==> config.mk <==
export PLATFORM = sky130hd
export DESIGN_NAME = fifo_wr_arbiter_flat
export DESIGN_NICKNAME = d
export VERILOG_FILES = /design/src/rtl/fifo_wr_arbiter_if.sv /design/src/rtl/fifo_wr_arbiter.sv /design/src/flat_wrapper.sv
export SDC_FILE = /design/constraint.sdc
export NUM_CORES = 1
export LEC_CHECK = 0
export ABC_AREA = 1
export CAP_MARGIN = 40
export CELL_PAD_IN_SITES_DETAIL_PLACEMENT = 0
export CELL_PAD_IN_SITES_GLOBAL_PLACEMENT = 1
export CORE_ASPECT_RATIO = 0.75
export CORE_UTILIZATION = 35
export DETAILED_ROUTE_END_ITERATION = 7
export DONT_BUFFER_PORTS = 1
export HOLD_SLACK_MARGIN = 0.1
export PLACE_DENSITY = 0.78
export SLEW_MARGIN = 40
export SYNTH_ARGS = -nofsm -noshare
export SYNTH_HDL_FRONTEND = slang
export SYNTH_SLANG_ARGS = --single-unit
==> constraint.sdc <==
create_clock -name i_clk -period 1.4 [get_ports i_clk]
set_input_delay 0.35 -clock i_clk [delete_from_list [all_inputs] [get_ports i_clk]]
set_output_delay 0.35 -clock i_clk [all_outputs]
set_load 0.05 [all_outputs]
==> src/rtl/fifo_wr_arbiter_if.sv <==
// fifo_wr_arbiter_if: producer/FIFO-side bundle shared by the round-robin write arbiter.
// Ports (arbiter view, modport slave):
//   req           in  NUM_REQ             per-requester write request
//   din_flat      in  NUM_REQ*FIFO_WIDTH  requester i word at [i*FIFO_WIDTH +: FIFO_WIDTH]
//   full          in  1                   FIFO full flag for the current cycle
//   gnt           out NUM_REQ             one-hot accept strobe
//   wen           out 1                   FIFO write enable
//   fifo_din      out FIFO_WIDTH          FIFO write data
//   busy          out 1                   burst tenure active
//   owner         out clog2(NUM_REQ)      current or last owner index
//   word_cnt_flat out NUM_REQ*16          per-requester accepted-word counters
// modport master is the producer/FIFO/testbench side.
interface fifo_wr_arbiter_if #(
    parameter int NUM_REQ    = 4,
    parameter int FIFO_WIDTH = 16
);
    localparam int OW = $clog2(NUM_REQ);
    logic [NUM_REQ-1:0]            req;
    logic [NUM_REQ*FIFO_WIDTH-1:0] din_flat;
    logic                          full;
    logic [NUM_REQ-1:0]            gnt;
    logic                          wen;
    logic [FIFO_WIDTH-1:0]         fifo_din;
    logic                          busy;
    logic [OW-1:0]                 owner;
    logic [NUM_REQ*16-1:0]         word_cnt_flat;
    modport slave (
        input  req, din_flat, full,
        output gnt, wen, fifo_din, busy, owner, word_cnt_flat
    );
    modport master (
        output req, din_flat, full,
        input  gnt, wen, fifo_din, busy, owner, word_cnt_flat
    );
endinterface

==> src/rtl/fifo_wr_arbiter.sv <==
// fifo_wr_arbiter: round-robin burst arbiter sharing one FIFO write port among NUM_REQ producers.
// Ports:
//   i_clk    in  1  clock, all state changes on the rising edge
//   i_rst_n  in  1  asynchronous active-low reset
//   bus      fifo_wr_arbiter_if.slave  (req, din_flat, full in; gnt, wen, fifo_din, busy, owner, word_cnt_flat out)
// Optional feature: define FIFO_WR_ARB_STATS_EN to instantiate the saturating
// per-requester accepted-word counters; otherwise word_cnt_flat is tied to 0.
module fifo_wr_arbiter #(
    parameter int NUM_REQ    = 4,
    parameter int FIFO_WIDTH = 16,
    parameter int BURST_LEN  = 4
) (
    input  logic                  i_clk,
    input  logic                  i_rst_n,
    fifo_wr_arbiter_if.slave      bus
);
    localparam int OW = $clog2(NUM_REQ);
    localparam int CW = (BURST_LEN > 1) ? $clog2(BURST_LEN) : 1;
    localparam logic [0:0] S_IDLE  = 1'b0;
    localparam logic [0:0] S_BURST = 1'b1;

    logic [0:0]         r_state;
    logic [OW-1:0]      r_owner;
    logic [OW-1:0]      r_rr_ptr;
    logic [CW-1:0]      r_cnt;
    logic [OW-1:0]      w_pick;
    logic [OW-1:0]      w_idx;
    logic [OW-1:0]      w_next_ptr;
    logic               w_busy;
    logic               w_own_req;
    logic               w_xfer;
    logic               w_last;
    logic [NUM_REQ-1:0] w_gnt;

    // Cyclic search from r_rr_ptr; scanning the offsets downward lets the smallest offset win.
    always_comb begin
        w_pick = '0;
        w_idx  = '0;
        for (int k = NUM_REQ - 1; k >= 0; k--) begin
            w_idx = OW'((int'(r_rr_ptr) + k) % NUM_REQ);
            if (bus.req[w_idx]) w_pick = w_idx;
        end
    end

    assign w_busy     = (r_state == S_BURST);
    assign w_own_req  = bus.req[r_owner];
    assign w_xfer     = w_busy & w_own_req & ~bus.full;
    assign w_last     = (r_cnt == CW'(BURST_LEN - 1));
    assign w_next_ptr = (r_owner == OW'(NUM_REQ - 1)) ? '0 : r_owner + 1'b1;
    assign w_gnt      = w_xfer ? (NUM_REQ'(1) << r_owner) : '0;

    assign bus.gnt      = w_gnt;
    assign bus.wen      = w_xfer;
    assign bus.busy     = w_busy;
    assign bus.owner    = r_owner;
    // Gated by busy so the write data is 0 while idle or held in reset.
    assign bus.fifo_din = w_busy ? bus.din_flat[r_owner*FIFO_WIDTH +: FIFO_WIDTH] : '0;

    // A full stall holds the tenure; a dropped owner request ends it regardless of full.
    always_ff @(posedge i_clk or negedge i_rst_n) begin
        if (!i_rst_n) begin
            r_state  <= S_IDLE;
            r_owner  <= '0;
            r_rr_ptr <= '0;
            r_cnt    <= '0;
        end else if (r_state == S_IDLE) begin
            if (|bus.req) begin
                r_state <= S_BURST;
                r_owner <= w_pick;
                r_cnt   <= '0;
            end
        end else if (!w_own_req || (w_xfer && w_last)) begin
            r_state  <= S_IDLE;
            r_rr_ptr <= w_next_ptr;
        end else if (w_xfer) begin
            r_cnt <= r_cnt + 1'b1;
        end
    end

`ifdef FIFO_WR_ARB_STATS_EN
    logic [15:0] r_wcnt [NUM_REQ];

    always_ff @(posedge i_clk or negedge i_rst_n) begin
        if (!i_rst_n) begin
            for (int i = 0; i < NUM_REQ; i++) r_wcnt[i] <= '0;
        end else begin
            for (int i = 0; i < NUM_REQ; i++)
                if (w_gnt[i] && r_wcnt[i] != 16'hFFFF) r_wcnt[i] <= r_wcnt[i] + 16'd1;
        end
    end

    for (genvar g = 0; g < NUM_REQ; g++) begin : g_cnt
        assign bus.word_cnt_flat[g*16 +: 16] = r_wcnt[g];
    end
`else
    assign bus.word_cnt_flat = '0;
`endif
endmodule

==> src/flat_wrapper.sv <==
// flat-port wrapper written by rule: the top's interface ports become plain ports
module fifo_wr_arbiter_flat 
#(
    parameter int NUM_REQ    = 4,
    parameter int FIFO_WIDTH = 16,
    parameter int BURST_LEN  = 4
)
  (i_clk, i_rst_n, bus_req, bus_din_flat, bus_full, bus_gnt, bus_wen, bus_fifo_din, bus_busy, bus_owner, bus_word_cnt_flat);
  fifo_wr_arbiter_if #(.NUM_REQ(NUM_REQ), .FIFO_WIDTH(FIFO_WIDTH)) bus_i ();
  input  logic i_clk;
  input  logic i_rst_n;
  input wire logic [$bits(bus_i.req)-1:0] bus_req;
  input wire logic [$bits(bus_i.din_flat)-1:0] bus_din_flat;
  input wire logic [$bits(bus_i.full)-1:0] bus_full;
  output wire logic [$bits(bus_i.gnt)-1:0] bus_gnt;
  output wire logic [$bits(bus_i.wen)-1:0] bus_wen;
  output wire logic [$bits(bus_i.fifo_din)-1:0] bus_fifo_din;
  output wire logic [$bits(bus_i.busy)-1:0] bus_busy;
  output wire logic [$bits(bus_i.owner)-1:0] bus_owner;
  output wire logic [$bits(bus_i.word_cnt_flat)-1:0] bus_word_cnt_flat;
  assign bus_i.req = bus_req;
  assign bus_i.din_flat = bus_din_flat;
  assign bus_i.full = bus_full;
  assign bus_gnt = bus_i.gnt;
  assign bus_wen = bus_i.wen;
  assign bus_fifo_din = bus_i.fifo_din;
  assign bus_busy = bus_i.busy;
  assign bus_owner = bus_i.owner;
  assign bus_word_cnt_flat = bus_i.word_cnt_flat;
  fifo_wr_arbiter #(.NUM_REQ(NUM_REQ), .FIFO_WIDTH(FIFO_WIDTH), .BURST_LEN(BURST_LEN)) u_core (.i_clk(i_clk), .i_rst_n(i_rst_n), .bus(bus_i));
endmodule
==> impl_results.md <==
* Synth Area in XOR/XNOR at 0%
* Die X at 82.4 um
* Fin Hold WS at 435 ps
* Critical Path End Type: output port
* Starting Density at 37.3%
* Hold WC Path Type: primary input to register
* Gr usage total at 19.3%
* Largest net degree at the start of global routing at 18
* Combinational Power Share at 92.3%
* CP Launch Type: register
* Max incr delay on CP at 380 ps
* Initial antenna violation count at 0
* Routed wire length at 6.17 mm
* Power per cell area at 3090 mW/mm^2
* Die H at 62.3 um
* Initial DRT Pass Iterations at 4
* Netlist cell types at 24
* Gate Count Post-Synth at 295
* Synth warn at 0
* Register bit total from synthesis at 7
* Area grow syn2layout at 88.1%
* Mux cell area share after synthesis at 0%
* Antenna Violating Nets Remaining at 0
* Max Fclk at 520 MHz
* CTS tree: yes
* Congestion Overflow GR at 0
* Cell-internal power at 4470 uW
* Total of max-cap violations at 0
* Number of nets in the layout at 426
* Post-route setup slack at -524 ps
* Sequential area share after synthesis at 10.3%
* Met2 Use GR at 32.6%
* Clk sink count at 7
* CTS root buffer: clkbuf_8
* Routed via count at 1933
* Crit Path Max Fanout at 6
* Sw frac at 54.7%
* Slowest CP cell: dfrtp_2
* Adder-cell area share of the yosys netlist at 3.69%
* Area fraction in compound gates after synthesis at 17.3%
* Synth Area in Simple Gates at 32.2%
* Post-route DRC violation count at 0
* Share of layout cells above drive strength 1 at 54.7%
* TritonCTS buffer count at 3
* # diodes at 0
* Worst skew pair latency at 230 ps
* Full die area at 0.00513 mm^2
* Synthesized cell area at 0.00170 mm^2
* Endpoints failing setup at 27
* DR WL/cell at 15.2 um
* Vias per cell at 4.76
* Status: finished, violations left
* CTS clk-pin slew, worst paths at 50 ps
* Rows at 21
* GRT Max-Usage Layer: met2
* PortBufs at 0
* Global-route wire length before repair at 7.68 mm
* Period minus WS final at 1920 ps
* Core area at 0.00455 mm^2
* Slew Viols, Final at 0
* Io pins at 159
* Top cell by count, worst path: buf_12
* Synth Flop Type: dfrtp_1
* Grt met3 use at 3.82%
* GP Congestion at 0.863
* Asr flop ratio synth at 100%
* P_sw at 5390 uW
* Fin Clk Skew at 6.79 ps
* Syn avg cell area at 5.75 um^2
* Initial DRC count at 85
* Seq pwr share at 4.7%
* Final Hold Fails at 0
* Failing checks: setup timing
* Final setup TNS at -10670 ps
* CP arrival at 1570 ps
* Largest delay contributor family on the critical path: buffers and inverters
* Lkg Pwr at 0.00138 uW
* RSZ-0062 raised after global routing: yes
* Largest family of logic cells by synthesized area: buffers and inverters
* Clock power frac at 2.9%
* CTS max path bufs at 2
* Maximum vdd drop at 1680 uV
* Worst path cell trace: buf_8 > clkinv_8 > buf_12 > buf_4 > ha_1 > inv_1 > nor2_4 > buf_12
* WP data required at 1050 ps
* Routing usage on met1 at 25.1%
* WP buf/inv at 6
* DP Wirelength at 3.84 mm
* Number of synthesized flops with an enable pin at 0
* H-Tree Depth at 1
* Fin crit share at 137%
* Number of global-route vias before repair at 1620
* Critical path class: register to output port
-- worst register-to-register path, cell delays in order (launching register included) --
cell and delay (ps):
dfrtp_2 420, buf_8 150, clkinv_8 80, nand2_4 50, nand3_4 60, nand2_2 70
nor3_4 170, buf_4 260, nand2_2 90, nand3_1 70, o21ai_1 60
-- state kept, by name, summed over array words and instances (netlist names) --
register	cells
u_core.bus.busy	1
u_core.r_rr_ptr	2
u_core.bus.owner	2
u_core.r_cnt	2
-- path summary, 6_finish.rpt --
kind | slack [ps] | startpoint | depth (start not counted) | end
max | -520 | u_core.bus.owner[0]$_DFFE_PN0P_ | 8 | bus_gnt[0]
min | 430 | bus_full | 3 | u_core.r_rr_ptr[0]$_DFFE_PN0P_
max reg2reg | -170 | u_core.bus.owner[0]$_DFFE_PN0P_ | 10 | u_core.r_cnt[0]$_DFFE_PN0P_
min reg2reg | 480 | u_core.r_cnt[0]$_DFFE_PN0P_ | 1 | u_core.r_cnt[0]$_DFFE_PN0P_
max in group asynchronous | 660 | i_rst_n | 1 | u_core.bus.owner[1]$_DFFE_PN0P_
min in group asynchronous | 460 | i_rst_n | 1 | u_core.r_cnt[1]$_DFFE_PN0P_
-- area by class of cell --
class                   count  area, um^2
clock buffers               3        41.3
flip-flops and latches      7         181
repair buffers             63         947
fillers                   359        1350
well taps                  57        71.3
clock inverters             1        5.00
inverters                  17        86.3
multi-input cells         258        1860
-- power by group through the flow --
stage	clock network (uW)	logic [uW]	registers, uW
after floorplan	0	4360	543
after global placement	0	6750	454
after detailed placement	0	6800	462
after CTS	290	7340	479
after global routing	311	9590	482
final	287	9110	468
-- placed cells by master (no fill, tap or decap), types with 2 or more instances in the layout --
cell,netlist,routed
buf_8,0,4
buf_12,0,26
ha_1,5,5
o21ai_1,10,5
nand3_4,0,2
nand2_1,44,26
nand3_1,11,6
conb_1,1,64
dfrtp_1,7,2
o21ai_2,0,7
nand2_2,2,16
nor2_1,72,33
a21oi_1,18,2
nand2_4,0,4
nor2_4,0,12
clkbuf_8,0,3
dfrtp_2,0,5
clkbuf_16,0,4
nor2_2,0,27
inv_4,0,2
inv_1,10,10
inv_2,6,3
a21oi_4,0,16
nand3_2,2,5
buf_6,1,7
buf_4,66,20
o21ai_4,0,22
-- per-layer routing --
metal	wire [um]	vias to the layer above
met2	3150	92
li1	-	919
met1	2520	920
met3	478	2
met4	19	0
met5	0	-
-- repair_timing --
item / in CTS / in global routing
endpoints found under the setup margin: 26 / 29
pin swaps: 8 / 51
hold buffers: 1 / 0
gates cloned: 3 / 4
hold endpoints to repair: 7 / 0
resized for setup: 41 / 134
setup buffers: 3 / 12
-- synthesized netlist by cell type, types with 2 or more instances --
| cell | n | area share [%] |
|---|---|---|
| nor2_1 | 72 | 16 |
| buf_4 | 66 | 29 |
| nand2_1 | 44 | 9.7 |
| o21ai_0 | 24 | 7.1 |
| a21oi_1 | 18 | 5.3 |
| nand3_1 | 11 | 3.2 |
| inv_1 | 10 | 2.2 |
| o21ai_1 | 10 | 2.9 |
| dfrtp_1 | 7 | 10 |
| inv_2 | 6 | 1.3 |
| buf_2 | 5 | 1.5 |
| ha_1 | 5 | 3.7 |
| clkbuf_1 | 4 | 0.88 |
| nand2_2 | 2 | 0.74 |
| nand3_2 | 2 | 1.2 |
-- stage by stage --
step	setup slack [ps]	cells	area (um^2)	util, %	power [uW]
floorplan	-978	358	2160	-	4910
global placement	-281	385	2320	51.1	7200
detailed placement	-297	385	2320	51.1	7260
CTS	-527	394	2530	55.6	8110
global route	-600	406	3190	70.2	10400
finish	-524	406	3190	70.2	9860
-- cell families (layout without fill, tap and decap cells) --
logic type	count (synthesis)	in the layout
simple gates	133	133
flops	7	7
buf+inv	93	84
fa+ha+maj	5	5
compound gates	56	56
other cells	1	64
No activity file was read; power rests on OpenSTA's default activity.
